$ cat config.mk
export PLATFORM = sky130hd
export DESIGN_NAME = bsearch_ctrl
export DESIGN_NICKNAME = d
export VERILOG_FILES = /design/src/rtl/bsearch_pkg.sv /design/src/rtl/bsearch_ctrl.sv
export SDC_FILE = /design/constraint.sdc
export NUM_CORES = 1
export LEC_CHECK = 0
export CORE_MARGIN = 1.5
export CORE_UTILIZATION = 52
export DETAILED_ROUTE_END_ITERATION = 7
export PLACE_DENSITY = 0.79
export SLEW_MARGIN = 25
export SYNTH_ARGS = -nofsm -noshare
export SYNTH_HDL_FRONTEND = slang
export SYNTH_SLANG_ARGS = --single-unit
$ cat constraint.sdc
create_clock -name clk -period 6 [get_ports clk]
set_clock_uncertainty 0.15 [all_clocks]
set_input_delay 0.6 -clock clk [delete_from_list [all_inputs] [get_ports clk]]
set_output_delay 0.6 -clock clk [all_outputs]
set_load 0.01 [all_outputs]
$ cat src/rtl/bsearch_pkg.sv
// Shared types and constants for the binary-search controller.
// Compare codes match the one-hot output of the magnitude comparator.
package bsearch_pkg;

    localparam int W_DEF = 20;

    localparam logic [2:0] CMP_LT = 3'b100;
    localparam logic [2:0] CMP_EQ = 3'b010;
    localparam logic [2:0] CMP_GT = 3'b001;

    typedef enum logic [1:0] {
        S_IDLE,
        S_PROBE,
        S_DONE
    } state_t;

endpackage

$ cat src/rtl/bsearch_ctrl.sv
// Successive-approximation search controller driving the comparator
// guess side; narrows [lo, hi] by halving until hit or exhaustion.
module bsearch_ctrl
    import bsearch_pkg::*;
#(
    parameter int W  = W_DEF,
    parameter int IW = $clog2(W + 2)
) (
    input  logic          clk,
    input  logic          rst_n,
    input  logic          start,
    input  logic [W-1:0]  lo_in,
    input  logic [W-1:0]  hi_in,
    output logic [W-1:0]  guess,
    output logic          guess_vld,
    input  logic [2:0]    cmp,
    input  logic          cmp_vld,
    output logic          busy,
    output logic          done,
    output logic          found,
    output logic [W-1:0]  result,
    output logic [IW-1:0] iters,
    output logic          err
);

    state_t state, state_nx;

    // One extra bit so lo can step past the top of the range.
    logic [W:0] lo, hi;
    logic [W:0] mid, lo_up, hi_dn;
    logic       accept, step;

    assign mid    = lo + ((hi - lo) >> 1);
    assign lo_up  = mid + 1'b1;
    assign hi_dn  = mid - 1'b1;
    assign accept = (state == S_IDLE) && start;
    assign step   = (state == S_PROBE) && cmp_vld;

    always_ff @(posedge clk or negedge rst_n) begin
        if (!rst_n) begin
            state <= S_IDLE;
        end else begin
            state <= state_nx;
        end
    end

    always_comb begin
        state_nx = state;
        unique case (state)
            S_IDLE: begin
                if (start) begin
                    state_nx = (lo_in > hi_in) ? S_DONE : S_PROBE;
                end
            end
            S_PROBE: begin
                if (cmp_vld) begin
                    case (cmp)
                        CMP_EQ: state_nx = S_DONE;
                        CMP_LT: begin
                            if (lo_up > hi) state_nx = S_DONE;
                        end
                        CMP_GT: begin
                            if (mid == '0 || lo > hi_dn) state_nx = S_DONE;
                        end
                        default: state_nx = S_DONE;
                    endcase
                end
            end
            S_DONE:  state_nx = S_IDLE;
            default: state_nx = S_IDLE;
        endcase
    end

    always_comb begin
        guess_vld = (state == S_PROBE);
        busy      = (state == S_PROBE);
        done      = (state == S_DONE);
        guess     = guess_vld ? mid[W-1:0] : '0;
    end

    always_ff @(posedge clk or negedge rst_n) begin
        if (!rst_n) begin
            lo     <= '0;
            hi     <= '0;
            iters  <= '0;
            found  <= 1'b0;
            err    <= 1'b0;
            result <= '0;
        end else if (accept) begin
            lo     <= {1'b0, lo_in};
            hi     <= {1'b0, hi_in};
            iters  <= '0;
            found  <= 1'b0;
            err    <= 1'b0;
            result <= '0;
        end else if (step) begin
            iters <= iters + IW'(1);
            case (cmp)
                CMP_EQ: begin
                    result <= mid[W-1:0];
                    found  <= 1'b1;
                end
                CMP_LT: lo <= lo_up;
                CMP_GT: begin
                    if (mid != '0) hi <= hi_dn;
                end
                default: err <= 1'b1;
            endcase
        end
    end

endmodule

==> results.md <==
- Fmax: 172 MHz
- Crit-path leading delay family: compound AO/OA/AOI/OAI gates
- Simple-gate share of the synthesized area: 21.1%
- Most frequent cells in the layout: 103 x ha_1, 95 x clkdlybuf4s50_1, 84 x nand2_1
- Share of layout cells above drive strength 1: 15.0%
- Initial DRC Count: 602
- Worst-margin pin slew: 0.610 ns
- WP buf/inv: 2
- Num CTS Buffers: 9
- Commonest non-fill, non-tap cell in the layout: ha_1
- Share of the yosys chip area belonging to registers: 23.3%
- Antenna cells: 0
- Synth Flop Type: dfrtp_1
- Clock latency on the worst-skew pair: 0.35 ns
- Busiest grt layer: met2
- Crit Path Class: reg2reg
- Core area: 14,400 µm²
- Mean Syn Cell Area: 8.09 µm²
- Vias in the first global route: 7,046
- GR Util All Layers: 30.9%
- Crit path max-delay cell type: or3b_4
- Cts hold-fix bufs: 0
- Rel. slew slack: 59.2%
- Synth Area in Compound Gates: 22.1%
- Final WS setup: 0.199 ns
- Post-synthesis cell type count: 81
- GRT overflow: 0
- CTS root buf: clkbuf_16
- Status: complete, no violations
- XOR/XNOR share of the synthesized area: 8.94%
- Crit start category: register
- Hpwl dp: 18.3 mm
- First-pass GRT wire length: 36.2 mm
- Post-synth EDFFs: 0
- Port bufs: 96
- Setup Slack @ Placement: -0.182 ns
- Top cell by count, worst path: o21ai_1
- Die H: 124 µm
- Ys async rst share: 100%
- Layout Nets: 1,255
- Met3 Track Usage GR: 4.58%
- Worst EP arrival: 5.89 ns
- Max cap viols: 0
- Initial antenna violation count: 0
- # DRC: 0
- # rows: 44
- Syn Nets: 1,098
- Routability cong.: 0.962
- Register bit total from synthesis: 71
- Endpoint type of the worst setup path: register
- DRT Pass-1 Iters: 5
- Final Hold Fails: 0
- Min Clock Period, post-route: 5.80 ns
- Via density: 5.97
- Clock-pin slew on the worst setup and hold paths: 0.06 ns
- H-tree depth: 3
- Bufs on Longest Clock Path: 2
- Final WL: 23.4 mm
- Crit Path Max Fanout: 6
- Main combinational cell family by area after synthesis: compound AO/OA/AOI/OAI gates
- Post-synthesis mux area share: 0.657%
- Initial Util: 52.8%
- Syn Inst Count: 942
- Total clock sinks: 71
- Layout area overhead: 29.4%
- Drt wl/cell: 18.2 µm
- Delay of the slowest critical-path stage: 0.43 ns
- Met1 Use GR: 44.7%
- CTS tree: done
- Pin count of the biggest net entering global routing: 72
- Post-route ant nets: 0
- Max Slew Vio Count: 0
- Die Span X: 124 µm
- Worst Path Required: 6.09 ns
- Yosys warnings: 0
- IO Count: 97
- Cell area after synthesis: 7620 µm²
- Final Setup Violations: 0
- Period utilisation layout: 96.7%
- GR met2 Demand/Resource: 47.1%
- Adder-Cell Fraction of Synth Area: 18.1%
- Hold/Removal Path Class: in2async
- DIE AREA: 15,400 µm²
- Routed vias: 7,677
-- cell type report --
class                           count  area, µm²
Clock buffer                       12        256
Clock inverter                      3       42.5
Fill cell                        1154       4570
Inverter                           82        308
Multi-Input combinational cell    758       5660
Sequential cell                    71       1780
Tap cell                          184        230
Timing Repair Buffer              177       1580
-- layer usage --
metal	routed length [µm]	vias up
met3	1810	32
met1	11100	3619
met5	0	-
li1	-	3702
met2	10000	324
met4	514	0
-- cells in the mapped netlist, drive strengths merged, types with 4 or more instances --
cell type	number	area, µm²
a211oi	6	50.1
a31oi	6	37.5
nand3	53	265
nor2b	14	95.1
o21ai	61	320
a22oi	14	105
nor4	8	56.3
clkbuf	23	86.3
nor3	18	100
xor2	21	191
o211ai	13	113
ha	107	1340
a21oi	50	250
inv	82	308
a21o	33	249
a2111oi	4	42.5
and4	5	43.8
o21bai	5	37.5
nor2	77	297
and3	7	43.8
o21a	7	52.6
and2	8	50.1
nand2	88	335
dfrtp	71	1780
nand4	18	113
nand2b	9	56.3
mux2i	5	50.1
or2	4	25.0
buf	8	45.0
o221ai	18	158
xnor2	55	489
or3	4	30.0
-- logic make-up (layout without fill, tap and decap cells) --
group	Yosys count	count (layout)
muxes	5	5
and+or+nand+nor	324	324
DFF	71	71
adders and majority gates	109	109
AOI/OAI and AO/OA	244	244
xor gates and xnor gates	76	76
buffers and inverters	113	274
-- per-stage QoR --
stage | instances | setup TNS (ns) | utilization [%] | hold slack (ns) | area, µm²
3_5_place_dp | 1259 | -0.302 | 63.7 | 0.341 | 9180
6_report | 1287 | 0 | 68.3 | 0.123 | 9850
2_1_floorplan | 942 | 0 | - | 0.154 | 7620
5_1_grt | 1287 | -0.203 | 68.3 | 0.156 | 9850
4_1_cts | 1278 | 0 | 66.1 | 0.354 | 9530
3_3_place_gp | 1259 | 0 | 63.7 | 0.331 | 9180
-- worst paths after layout --
path	depth (start not counted)	start	slack [ns]	endpoint
max in group asynchronous	3	rst_n	5.00	lo[17]
worst max register to register	28	lo[1]	0.20	state[1]
min in group clk	2	result[2]	0.35	result[2]
worst min-delay path	2	rst_n	0.12	lo[0]
worst min register to register	2	result[2]	0.35	result[2]
worst max-delay path	28	lo[1]	0.20	state[1]
-- sequential cells by signal (all words and copies together) (netlist names) --
name,flops
hi,21
lo,21
result,20
iters,5
state,2
err,1
found,1
-- repair_timing --
item / CTS / global route
cloned: 0 / 0
pin swaps: 2 / 30
setup buffers: 4 / 8
setup endpoints to repair: 2 / 20
endpoints found under the hold margin: 0 / 0
resized for setup: 7 / 59
Power is left out: the tool's default activity adds up to more than one toggle a clock period on the data nets, which glitch-free logic cannot reach.
